===== config.mk =====
export PLATFORM = sky130hd
export DESIGN_NAME = exception_unit
export DESIGN_NICKNAME = d
export VERILOG_FILES = /design/src/rtl/exception_unit_pkg.sv /design/src/rtl/exception_unit_prio_enc.sv /design/src/rtl/exception_unit.sv
export SDC_FILE = /design/constraint.sdc
export NUM_CORES = 1
export LEC_CHECK = 0
export BUFFER_PORTS_ARGS = -buffer_cell sky130_fd_sc_hd__buf_2
export CAP_MARGIN = 20
export CORE_ASPECT_RATIO = 1.1
export CORE_MARGIN = 3
export CORE_UTILIZATION = 51
export DETAILED_ROUTE_END_ITERATION = 10
export HOLD_SLACK_MARGIN = 0.15
export PLACE_DENSITY = 0.86
export SYNTH_ARGS = -nofsm -noshare
export SYNTH_HDL_FRONTEND = slang
export SYNTH_SLANG_ARGS = --single-unit

===== constraint.sdc =====
create_clock -name clk -period 3.1 [get_ports clk]
set_clock_uncertainty 0.05 [all_clocks]
set_input_delay 0.155 -clock clk [delete_from_list [all_inputs] [get_ports clk]]
set_output_delay 0.155 -clock clk [all_outputs]
set_load 0.02 [all_outputs]

===== src/rtl/exception_unit_pkg.sv =====
// Shared exception-unit types and syndrome codes used by exception_unit and the core controller.
package exc_pkg;

  typedef enum logic [1:0] {
    IDLE    = 2'd0,
    REQ     = 2'd1,
    HANDLER = 2'd2
  } state_e;

  localparam logic [3:0] ESR_NONE   = 4'b0000;
  localparam logic [3:0] ESR_INVOP  = 4'b0010;
  localparam logic [3:0] ESR_EXTIRQ = 4'b1000;

endpackage


===== src/rtl/exception_unit_prio_enc.sv =====
// Fixed-priority encoder: lowest set request index wins; purely combinational.
module irq_prio_enc #(
  parameter int unsigned N_IRQ = 4,
  parameter int unsigned ID_W  = (N_IRQ > 1) ? $clog2(N_IRQ) : 1
) (
  input  logic [N_IRQ-1:0] req,
  output logic             valid_c,
  output logic [ID_W-1:0]  idx_c
);

  // Scan from the top down so the lowest index is the last (winning) assignment.
  always_comb begin
    valid_c = |req;
    idx_c   = '0;
    for (int i = int'(N_IRQ) - 1; i >= 0; i--) begin
      if (req[i]) idx_c = ID_W'(i);
    end
  end

endmodule


===== src/rtl/exception_unit.sv =====
// Exception/interrupt unit: edge-queues external IRQs, arbitrates by fixed priority, holds ELR/ESR.
// Optional build macro EXC_IRQ_MASK_EN adds a writable per-line IRQ mask.
module exception_unit
  import exc_pkg::*;
#(
  parameter int unsigned N_IRQ = 4,
  parameter int unsigned PC_W  = 64,
  parameter int unsigned ID_W  = (N_IRQ > 1) ? $clog2(N_IRQ) : 1
) (
  input  logic             clk,
  input  logic             reset,
  input  logic [N_IRQ-1:0] irq_lines,
  input  logic [PC_W-1:0]  pc,
  input  logic             exc,
  input  logic [3:0]       estatus,
  input  logic             eret,
  input  logic             ext_iack,
`ifdef EXC_IRQ_MASK_EN
  input  logic             mask_we,
  input  logic [N_IRQ-1:0] mask_wdata,
`endif
  output logic             ext_irq,
  output logic             exc_ack,
  output logic [PC_W-1:0]  elr,
  output logic [3:0]       esr,
  output logic [ID_W-1:0]  irq_id,
  output logic             in_handler,
  output logic             double_fault
);

  localparam logic [1:0] ST_IDLE    = IDLE;
  localparam logic [1:0] ST_REQ     = REQ;
  localparam logic [1:0] ST_HANDLER = HANDLER;

  logic [1:0]       state_q, state_d;
  logic [N_IRQ-1:0] pend, prev_lines, pend_clr, mask;
  logic             prio_valid;
  logic [ID_W-1:0]  sel_id;
  logic [PC_W-1:0]  elr_d;
  logic [3:0]       esr_d;
  logic [ID_W-1:0]  irq_id_d;
  logic             exc_ack_d, double_fault_d, ext_irq_d, in_handler_d;

`ifdef EXC_IRQ_MASK_EN
  always_ff @(posedge clk) begin
    if (reset)        mask <= '1;
    else if (mask_we) mask <= mask_wdata;
  end
`else
  assign mask = '1;
`endif

  irq_prio_enc #(.N_IRQ(N_IRQ), .ID_W(ID_W)) u_prio (
    .req     (pend & mask),
    .valid_c (prio_valid),
    .idx_c   (sel_id)
  );

  // Next-state and next-output logic; exc outranks a same-cycle iack, eret outranks exc.
  always_comb begin
    state_d        = state_q;
    elr_d          = elr;
    esr_d          = esr;
    irq_id_d       = irq_id;
    exc_ack_d      = 1'b0;
    double_fault_d = double_fault;
    pend_clr       = '0;
    case (state_q)
      ST_IDLE: begin
        if (exc) begin
          state_d   = ST_HANDLER;
          elr_d     = pc;
          esr_d     = estatus;
          exc_ack_d = 1'b1;
        end else if (prio_valid) begin
          state_d = ST_REQ;
        end
      end
      ST_REQ: begin
        if (exc) begin
          state_d   = ST_HANDLER;
          elr_d     = pc;
          esr_d     = estatus;
          exc_ack_d = 1'b1;
        end else if (!prio_valid) begin
          state_d = ST_IDLE;
        end else if (ext_iack) begin
          state_d  = ST_HANDLER;
          elr_d    = pc;
          esr_d    = ESR_EXTIRQ;
          irq_id_d = sel_id;
          pend_clr = N_IRQ'(1) << sel_id;
        end
      end
      ST_HANDLER: begin
        if (eret) begin
          state_d = ST_IDLE;
        end else if (exc) begin
          double_fault_d = 1'b1;
          exc_ack_d      = 1'b1;
        end
      end
      default: state_d = ST_IDLE;
    endcase
    ext_irq_d    = (state_d == ST_REQ);
    in_handler_d = (state_d == ST_HANDLER);
  end

  // A fresh edge on a line being cleared this cycle keeps it pending.
  always_ff @(posedge clk) begin
    if (reset) begin
      state_q      <= ST_IDLE;
      pend         <= '0;
      prev_lines   <= '0;
      ext_irq      <= 1'b0;
      exc_ack      <= 1'b0;
      elr          <= '0;
      esr          <= '0;
      irq_id       <= '0;
      in_handler   <= 1'b0;
      double_fault <= 1'b0;
    end else begin
      state_q      <= state_d;
      pend         <= (pend & ~pend_clr) | (irq_lines & ~prev_lines);
      prev_lines   <= irq_lines;
      ext_irq      <= ext_irq_d;
      exc_ack      <= exc_ack_d;
      elr          <= elr_d;
      esr          <= esr_d;
      irq_id       <= irq_id_d;
      in_handler   <= in_handler_d;
      double_fault <= double_fault_d;
    end
  end

endmodule


==> out/qor.txt, run 1 <==
Status = finished clean
Routability congestion estimate = 0.746
Site Rows = 30
Clk_lat worst skew = 330 ps
Most frequent cell after synthesis = dfxtp_1
Cell Count, Final, Fillers Out = 653
Clk pin slew, worst setup/hold paths = 90 ps
Die width = 84.7 um
WHS Endpoint = elr[32]
Sink Count = 84
Hold_ws = 254 ps
Synthesized net count = 431
Slowest cell delay on critical path = 620 ps
Critical Path RT = 3290 ps
Slew Viols, Final = 0
Mapped Cells = 354
Crit. End Element = flop
Placement-stage worst setup slack = 1070 ps
Routed length per instance = 15.8 um
Post-CTS sizing = 0
P&R area growth vs syn = 48.7%
Fin nets = 647
Via count = 3289
Sequential share of power = 0.477
Leakage Power = 2.58 nW
P_sw = 0.687 mW
Layout cells sized above 1 = 0.294
Ys Warns = 0
H-tree levels = 3
Worst hold start = reset
Total power = 2.54 mW
Area leader, netlist = dfxtp_1
Syn_area_per_cell = 9.82 um2
Largest cells by area after synthesis = dfxtp_1 48%, mux2i_1 19%, nand2b_1 15%
Endpoints failing hold = 0
DP Wirelength = 5540 um
Num CTS Buffers = 9
CTS tree = done
EDFF count, synth = 0
Crit path time final = 2140 ps
Yosys top cell area share = 0.484
Setup TNS = 0 ps
Reg-to-Reg Start = pend[0]
DR iter-0 viols = 140
Max_slew headroom = 0.422
Worst VDD drop = 0.382 mV
Final period util = 0.690
Worst path top cell family by delay = simple AND/OR/NAND/NOR gates
HP Class = input port to flop
Die area = 7850 um2
Netlist Area Pre-Place = 3480 um2
Worst-path cell chain = or4_1 -> a21oi_4 -> buf_4 -> mux2i_1
First-pass DRT Iterations = 4
Buf/Inv on CP = 1
Final WL = 10300 um
Dpl cells = 564
Commonest cells post-synth = 84 x dfxtp_1, 83 x nand2b_1, 67 x mux2i_1
Vias per inst = 5.04
Multi-input gate area = 1660 um2
Most used DFF post-synth = dfxtp_1
Die Y = 92.6 um
CP Launch Type = flop
Pin count of the biggest net entering global routing = 79
Worst-Margin Slew = 860 ps
CTS Buffer Depth = 2
Core area = 6380 um2
DRC Markers = 0
Final global-route overflow total = 0
Antenna-violating nets left = 0
CTS Root Cell = clkbuf_8
Starting density of the core = 0.545
Final setup fails = 0
#FFs+latches synth = 84
First-pass GRT wire length = 16600 um
Vias in the first global route = 3534
Switch share = 0.271
Reg2reg setup slack = 960 ps
R2R cell count = 4
Async SR Flop Fraction = 0
RSZ-0062 raised after global routing = false
Sequential Area = 1680 um2
Logic pwr share = 0.208
Yosys cell types = 27
Critical path peak fanout = 35
Clock group share of total power = 0.315
Pwr Density = 491 nW/um2
IO buf count = 150
Fill count = 365
Reg-to-Reg End = elr[7]
Fmax achieved = 467 MHz
Setup slack after layout = 960 ps
Overall Global Routing Usage = 0.268
Kind of critical path = flop to flop
Initial antenna violation count = 0
Int Pwr = 1.85 mW
Max stage delay cell, worst path = or4_1
Max cap viols = 0
Arrival @ worst endpoint = 2330 ps
IO Count = 151
Sequential share of the synthesized area = 0.484
Hold path depth = 3
[area by class of cell]
type | instances | share of cell area
timing repair buffer | 228 | 0.295
inverter | 4 | 0.00290
clock buffer | 10 | 0.0247
tap | 80 | 0.0194
multi-input combinational | 243 | 0.320
antenna | 1 | 0.000484
clock inverter | 3 | 0.0126
sequential | 84 | 0.325
[flip-flops by register name (all words and copies together) (netlist names)]
signal        flops
double_fault      1
exc_ack           1
irq_id            2
prev_lines        4
esr               4
elr              64
in_handler        1
ext_irq           1
pend              4
state_q           2
[kinds of logic (layout without fill, tap and decap cells)]
group	Yosys count	after routing	synth area share
muxes	67	67	0.193
and+or+nand+nor	157	157	0.246
other	0	1	0
buffers and inverters	27	245	0.0435
AOI/OAI and AO/OA	19	19	0.0342
DFF	84	84	0.484
[power groups by stage]
| stage | registers (mW) | logic (mW) | clock network (mW) |
|---|---|---|---|
| after detailed placement | 1.23 | 0.440 | 0 |
| final | 1.21 | 0.527 | 0.800 |
| after global placement | 1.23 | 0.430 | 0 |
| after global routing | 1.22 | 0.568 | 0.857 |
| after floorplan | 1.32 | 0.207 | 0 |
| after CTS | 1.21 | 0.514 | 0.809 |
[layout by cell type, fill, tap and decap left out, drive strengths merged, types with 2 or more instances in the layout]
| cell | n |
|---|---|
| a21oi | 8 |
| dlygate4sd3 | 75 |
| and3b | 2 |
| mux2i | 67 |
| nand2 | 52 |
| nor2b | 6 |
| inv | 4 |
| clkbuf | 10 |
| o21ai | 4 |
| a211oi | 2 |
| nor3 | 2 |
| dfxtp | 84 |
| buf | 153 |
| or4 | 3 |
| bufinv | 2 |
| nor2 | 3 |
| nand3 | 3 |
| nand2b | 83 |
[how the worst max path moves through the flow]
stage | startpoint | endpoint | depth (start not counted)
after global placement | pend[0] | elr[31] | 4
after floorplan | pend[0] | elr[0] | 6
after CTS | pend[0] | elr[13] | 4
final | pend[0] | elr[7] | 4
after global routing | pend[0] | elr[7] | 4
after detailed placement | pend[0] | elr[13] | 4
[worst min-delay path: cells and delay by family]
kind | cells | cell delay (ps)
and+or+nand+nor | 1 | 140
muxes | 1 | 60
buffers and inverters | 1 | 230
[per-layer routing]
| layer | vias to the layer above | part of all wire | GRT usage |
|---|---|---|---|
| li1 | 1598 | - | - |
| met1 | 1525 | 0.35 | 0.267 |
| met2 | 138 | 0.55 | 0.506 |
| met3 | 28 | 0.056 | 0.0658 |
| met4 | 0 | 0.036 | 0.137 |
| met5 | - | 0 | 0 |
[what timing repair did]
item	4_1_cts	5_1_grt
hold buffers	75	0
buffers inserted	0	0
endpoints found under the hold margin	81	0
[through the flow]
| stage | cell area, um2 | util |
|---|---|---|
| global route | 5170 | 0.810 |
| floorplan | 3480 | - |
| finish | 5170 | 0.810 |
| CTS | 5170 | 0.810 |
| detailed placement | 4230 | 0.662 |
| global placement | 4230 | 0.662 |
(Power assumes the default switching activity.)
==> inputs of run 2 (changes only) <==
--- a/config.mk
+++ b/config.mk
@@ -9,10 +9,10 @@
 export CAP_MARGIN = 20
 export CORE_ASPECT_RATIO = 1.1
 export CORE_MARGIN = 3
-export CORE_UTILIZATION = 51
+export CORE_UTILIZATION = 47
 export DETAILED_ROUTE_END_ITERATION = 10
 export HOLD_SLACK_MARGIN = 0.15
-export PLACE_DENSITY = 0.86
+export PLACE_DENSITY = 0.8
 export SYNTH_ARGS = -nofsm -noshare
 export SYNTH_HDL_FRONTEND = slang
 export SYNTH_SLANG_ARGS = --single-unit
==> constraint.sdc (replaced) <==
create_clock -name clk -period 2.2 [get_ports clk]
set_clock_uncertainty 0.05 [all_clocks]
set_input_delay 0.11 -clock clk [delete_from_list [all_inputs] [get_ports clk]]
set_output_delay 0.11 -clock clk [all_outputs]
set_load 0.02 [all_outputs]
==> run 2 against run 1 <==
Worst hold slack better by 55 ps. First-iteration DRC count decreased by 11%. Sequential share of layout area about the same. Total power is 33% higher. Fmax up 15%. Largest power group unchanged. Highest routed layer unchanged.
==> out/qor.txt, run 2 (synthesis results as in run 1) <==
Status = finished clean
Die area = 8470 um2 (+7.9%)
Critical path peak fanout = 35 (unchanged)
Dpl cells = 570 (+1.1%)
Reg-to-Reg Start = pend[0]
DP Wirelength = 5400 um (-2.5%)
CTS Root Cell = clkbuf_8
Post-CTS sizing = 0 (unchanged)
# diodes = 0 (-1)
Int Pwr = 2.40 mW (+30%)
Crit. End Element = flop
Routability congestion estimate = 0.748 (+0.31%)
Placement-stage worst setup slack = 342 ps (-731 ps)
Fin nets = 648 (+0.15%)
Antenna-violating nets left = 0 (unchanged)
Reg-to-Reg End = elr[30]
Worst-Margin Slew = 858 ps (-1.43 ps)
HP Class = input port to flop
Logic pwr share = 0.221 (+0.013)
Cell Count, Final, Fillers Out = 660 (+1.1%)
P_sw = 0.970 mW (+41%)
First-pass DRT Iterations = 4 (unchanged)
Max reg flops = 64 (unchanged)
Switch share = 0.288 (+0.0170)
Via count = 3191 (-3.0%)
Worst-path cell chain = or4_1 -> a21oi_4 -> buf_12 -> mux2i_1
Worst VDD drop = 0.442 mV (+16%)
Final global-route overflow total = 0 (unchanged)
Placed inst area = 4260 um2 (+0.92%)
IO Count = 151 (unchanged)
Sink Count = 84 (unchanged)
P&R area growth vs syn = 48.8% (about the same)
DR iter-0 viols = 124 (-11%)
Crit path time final = 1870 ps (-272 ps)
M1 GR Usage = 0.210 (-0.0576)
Grt met3 use = 0.0565 (-0.00933)
CTS tree = done
Slew Viols, Final = 0 (unchanged)
Max cap viols = 0 (unchanged)
H-tree levels = 3 (unchanged)
Die width = 88.0 um (+3.9%)
Top reg by flops = elr
Setup slack after layout = 332 ps (-628 ps)
Endpoints failing hold = 0 (unchanged)
IO buf count = 150 (unchanged)
Fill count = 478 (+31%)
CP Launch Type = flop
Site Rows = 32 (+6.7%)
Clock group share of total power = 0.274 (-0.041)
Commonest non-fill, non-tap cell in the layout = buf_2
Final setup fails = 0 (unchanged)
CP Launch Point = pend[0]
Max_slew headroom = 0.423 (+0.000964)
Routed length per instance = 14.2 um (-11%)
Leakage Power = 2.57 nW (-0.46%)
Critical Path RT = 2410 ps (-880 ps)
Crit path to = elr[30]
Slowest cell delay on critical path = 610 ps (about the same)
Kind of critical path = flop to flop
Arrival @ worst endpoint = 2080 ps (-250 ps)
Clk pin slew, worst setup/hold paths = 80 ps (about the same)
Design area = 5170 um2 (about the same)
First-pass GRT wire length = 14100 um (-15%)
Initial antenna violation count = 0 (unchanged)
Global routing usage on met2 = 0.417 (-0.0888)
Most frequent cells in the layout = 150 x buf_2, 84 x dfxtp_1, 83 x nand2b_1
R2R cell count = 4 (unchanged)
Max stage delay cell, worst path = or4_1
Reg2reg setup slack = 330 ps (-630 ps)
Final period util = 0.849 (+0.159)
Starting density of the core = 0.491 (-0.0543)
Final WL = 9350 um (-9.7%)
Overall Global Routing Usage = 0.213 (-0.0551)
CTS Buffer Depth = 2 (unchanged)
Num CTS Buffers = 9 (unchanged)
Clk_lat worst skew = 330 ps (about the same)
Core area = 7090 um2 (+11%)
Fmax achieved = 535 MHz (+15%)
Vias per inst = 4.83 (-4.0%)
Sequential share of power = 0.504 (+0.027)
Vias in the first global route = 3203 (-9.4%)
GRT Max-Usage Layer = met2
RSZ-0062 raised after global routing = false
Post-CTS Setup Inserts = 0 (unchanged)
Die Y = 96.2 um (+3.9%)
Pwr Density = 651 nW/um2 (+33%)
DRC Markers = 0 (unchanged)
Layout cells sized above 1 = 0.296 (+0.00195)
Setup TNS = 0 ps (unchanged)
Pin count of the biggest net entering global routing = 97 (+23%)
## run 2: cell count changes in the layout (fill, tap and decap cells not counted)
cell        before  now
buf_12           0    2
buf_4            3    2
bufinv_16        2    0
clkbuf_1         1    2
clkinvlp_4       0    3
diode_2          1    0
## run 2: critical path: cells and delay by family, from the launching register on
kind / cells / cell delay (ps)
AOI/OAI and AO/OA: 1 / 230
muxes: 1 / 230
DFF: 1 / 370
buffers and inverters: 1 / 280
and+or+nand+nor: 1 / 610
## run 2: per-layer routing
layer	up-vias	share of wire
met2	98	0.54
met3	20	0.054
met4	0	0.023
met5	-	0
li1	1592	-
met1	1481	0.38
## run 2: final cells by class
cell class / count / area (um2) / share of cell area
Inverter: 4 / 15.0 / 0.00290
Clock buffer: 11 / 131 / 0.0254
Sequential cell: 84 / 1680 / 0.325
Clock inverter: 4 / 27.5 / 0.00532
Tap cell: 85 / 106 / 0.0206
Multi-Input combinational cell: 243 / 1660 / 0.320
Timing Repair Buffer: 229 / 1560 / 0.301
## run 2: through the flow
| step | total power [mW] | hold slack (ps) | utilization |
|---|---|---|---|
| after floorplan | 2.15 | 188 | - |
| after global routing | 3.52 | 356 | 0.730 |
| after detailed placement | 2.37 | 288 | 0.602 |
| after global placement | 2.35 | 283 | 0.602 |
| final | 3.37 | 309 | 0.730 |
| after CTS | 3.38 | 296 | 0.730 |
## run 2: worst min-delay path by stage
stage,from,to,slack (ps),depth (start not counted)
global placement,irq_lines[0],prev_lines[0],280,2
detailed placement,irq_lines[0],prev_lines[0],290,2
global route,reset,elr[60],360,4
floorplan,irq_lines[0],prev_lines[0],190,1
CTS,reset,elr[48],300,4
finish,reset,elr[48],310,4
## run 2: repair_timing
action	in CTS	in global routing
setup endpoints to repair	0	0
hold buffers	75	0
endpoints found under the hold margin	82	0
## run 2: power groups by stage
stage                     Sequential [mW]  Combinational (mW)  Clock, mW
after floorplan                      1.86               0.291          0
after global placement               1.73               0.619          0
after detailed placement             1.73               0.633          0
after CTS                            1.70               0.738      0.947
after global routing                 1.71               0.803       1.01
final                                1.70               0.746      0.924
==> inputs of run 3 (changes only) <==
--- a/config.mk
+++ b/config.mk
@@ -9,10 +9,10 @@
 export CAP_MARGIN = 20
 export CORE_ASPECT_RATIO = 1.1
 export CORE_MARGIN = 3
-export CORE_UTILIZATION = 47
+export CORE_UTILIZATION = 43
 export DETAILED_ROUTE_END_ITERATION = 10
 export HOLD_SLACK_MARGIN = 0.15
-export PLACE_DENSITY = 0.8
+export PLACE_DENSITY = 0.77
 export SYNTH_ARGS = -nofsm -noshare
 export SYNTH_HDL_FRONTEND = slang
 export SYNTH_SLANG_ARGS = --single-unit
==> constraint.sdc (replaced) <==
create_clock -name clk -period 1.7 [get_ports clk]
set_clock_uncertainty 0.05 [all_clocks]
set_input_delay 0.085 -clock clk [delete_from_list [all_inputs] [get_ports clk]]
set_output_delay 0.085 -clock clk [all_outputs]
set_load 0.02 [all_outputs]
==> run 3 against run 2 <==
The flow now finishes with violations (negative setup slack). Count of clock-buffer cells in the layout did not move. Cell area rose by 6.9%. Setup slack got worse by 380 ps. Clock power rose by 50%. Sequential share of layout area fell by 2.1 points. Sequential cell count did not move. Critical endpoint is now elr[32]. Largest cell class is now non-clock buffers. Highest routed layer unchanged.
==> out/qor.txt, run 3 (synthesis results as in run 1) <==
HP Class = input port to flop
H-tree levels = 3 (unchanged)
Worst path top cell family by delay = simple AND/OR/NAND/NOR gates
First-pass DRT Iterations = 4 (unchanged)
Sink Count = 84 (unchanged)
Antenna-violating nets left = 0 (unchanged)
Site Rows = 33 (+3.1%)
Final setup fails = 11 (+11)
Fmax achieved = 572 MHz (+6.8%)
Die width = 91.7 um (+4.2%)
Reg2reg setup slack = -50 ps (-380 ps)
Arrival @ worst endpoint = 1950 ps (-130 ps)
Pin count of the biggest net entering global routing = 97 (unchanged)
Worst-Margin Slew = 407 ps (-452 ps)
WHS Endpoint = elr[59]
R2R cell count = 5 (+1)
IO buf count = 150 (unchanged)
Slew Viols, Final = 0 (unchanged)
Crit. path cell count = 5 (+1)
Routed length per instance = 14.5 um (+2.1%)
Leakage Power = 2.72 nW (+6.1%)
CTS tree = done
Layout cells sized above 1 = 0.324 (+0.0287)
Critical Path RT = 1900 ps (-510 ps)
First-pass GRT wire length = 16300 um (+15%)
Vias per inst = 4.76 (-1.5%)
# diodes = 0 (unchanged)
Max reg flops = 64 (unchanged)
Final WL = 10100 um (+7.8%)
Endpoints failing hold = 0 (unchanged)
Die area = 9200 um2 (+8.7%)
Overall Global Routing Usage = 0.222 (+0.00940)
Final global-route overflow total = 0 (unchanged)
Crit path time final = 1750 ps (-119 ps)
Hold path depth = 4 (unchanged)
IO Count = 151 (unchanged)
Core area = 7640 um2 (+7.8%)
CP Launch Type = flop
Max stage delay cell, worst path = or4_4
Worst-path cell chain = or4_4 -> a21oi_4 -> buf_12 -> clkbuf_16 -> mux2i_1
CTS Buffer Depth = 2 (unchanged)
Top reg by flops = elr
Kind of critical path = flop to flop
Worst VDD drop = 0.676 mV (+53%)
Setup slack after layout = -48.9 ps (-381 ps)
Fill count = 554 (+16%)
Placement-stage worst setup slack = -75.8 ps (-418 ps)
Via count = 3319 (+4.0%)
Max_slew headroom = 0.726 (+0.304)
Commonest non-fill, non-tap cell in the layout = buf_2
Status = finished with violations
Initial antenna violation count = 0 (unchanged)
Final period util = 1.03 (+0.180)
Crit. End Element = flop
Failing checks = negative setup slack
Reg-to-Reg End = elr[32]
RSZ-0062 raised after global routing = true
DRC Markers = 0 (unchanged)
Fin util = 0.724 (-0.00589)
Slowest cell delay on critical path = 550 ps (-60 ps)
Total power = 4.70 mW (+40%)
Clk pin slew, worst setup/hold paths = 90 ps (about the same)
Vias in the first global route = 3423 (+6.9%)
Max cap viols = 0 (unchanged)
Num CTS Buffers = 9 (unchanged)
CTS Root Cell = clkbuf_8
Starting density of the core = 0.455 (-0.0354)
Worst hold start = reset
P&R area growth vs syn = 59.1%
Reg-to-Reg Start = pend[3]
DR iter-0 viols = 95 (-23%)
Routability congestion estimate = 0.796 (+6.5%)
Buf/Inv on CP = 2 (+1)
Die Y = 100 um (+4.3%)
Clk_lat worst skew = 340 ps (about the same)
Fin nets = 665 (+2.6%)
Pwr Density = 850 nW/um2 (+31%)
Most frequent cells in the layout = 150 x buf_2, 83 x nand2b_1, 82 x dfxtp_1
Critical path peak fanout = 8 (-77%)
DP Wirelength = 5510 um (+2.0%)
==> run 3: cell count changes in the layout (fill, tap and decap cells not counted), moves of 2 or more <==
| cell | delta |
|---|---|
| dfxtp_2 | +2 |
| mux2i_2 | +3 |
| buf_4 | +5 |
| buf_12 | +4 |
| mux2i_1 | -3 |
| clkbuf_16 | +3 |
| buf_16 | +2 |
| dlygate4sd3_1 | +2 |
| dfxtp_1 | -2 |
==> run 3: timing repair <==
item,in CTS,in global routing
pin swaps,2,2
cloned,2,3
setup endpoints to repair,67,69
endpoints found under the hold margin,82,0
hold buffers,77,0
buffers inserted,2,0
resized for setup,7,9
==> run 3: area by class of cell <==
| cell class | instances | area, um2 | area share |
|---|---|---|---|
| Clock buffer | 11 | 141 | 0.0256 |
| Clock inverter | 4 | 50.0 | 0.00905 |
| Inverter | 4 | 15.0 | 0.00271 |
| Multi-Input combinational cell | 243 | 1670 | 0.302 |
| Sequential cell | 84 | 1680 | 0.304 |
| Tap cell | 105 | 131 | 0.0238 |
| Timing Repair Buffer | 246 | 1840 | 0.333 |
==> run 3: metal layers <==
layer | GRT usage | up-vias | share of wire
met5 | 0 | - | 0
met3 | 0.0420 | 27 | 0.055
li1 | - | 1631 | -
met4 | 0.105 | 0 | 0.033
met1 | 0.240 | 1535 | 0.40
met2 | 0.415 | 126 | 0.51
==> run 3: worst reg2reg max path: stages, from the launching register on <==
cell       delay [ps]
dfxtp_2           330
or4_4             550
a21oi_4           180
buf_12            180
clkbuf_16         180
mux2i_1           200
==> run 3: stage by stage <==
| stage | std cells | hold slack (ps) | instance area [um2] | setup TNS, ps |
|---|---|---|---|---|
| after global placement | 598 | 260 | 4370 | -728 |
| after CTS | 694 | 166 | 5430 | -448 |
| after global routing | 697 | 186 | 5530 | -3450 |
| after floorplan | 354 | 163 | 3480 | 0 |
| after detailed placement | 598 | 264 | 4370 | -2540 |
| final | 697 | 181 | 5530 | -139 |
==> run 3: power breakdown <==
group	total [mW]	internal, mW	switching (mW)
Sequential	2.20	2.12	0.0829
Combinational	1.11	0.574	0.536
Clock	1.39	0.710	0.679
==> run 3: worst max-delay path by stage <==
stage / start / to / slack, ps
2_1_floorplan: pend[1] / elr[0] / 20
3_3_place_gp: pend[2] / elr[16] / -20
3_5_place_dp: pend[2] / elr[9] / -80
4_1_cts: pend[1] / elr[9] / -50
5_1_grt: pend[3] / elr[32] / -100
6_report: pend[3] / elr[32] / -50
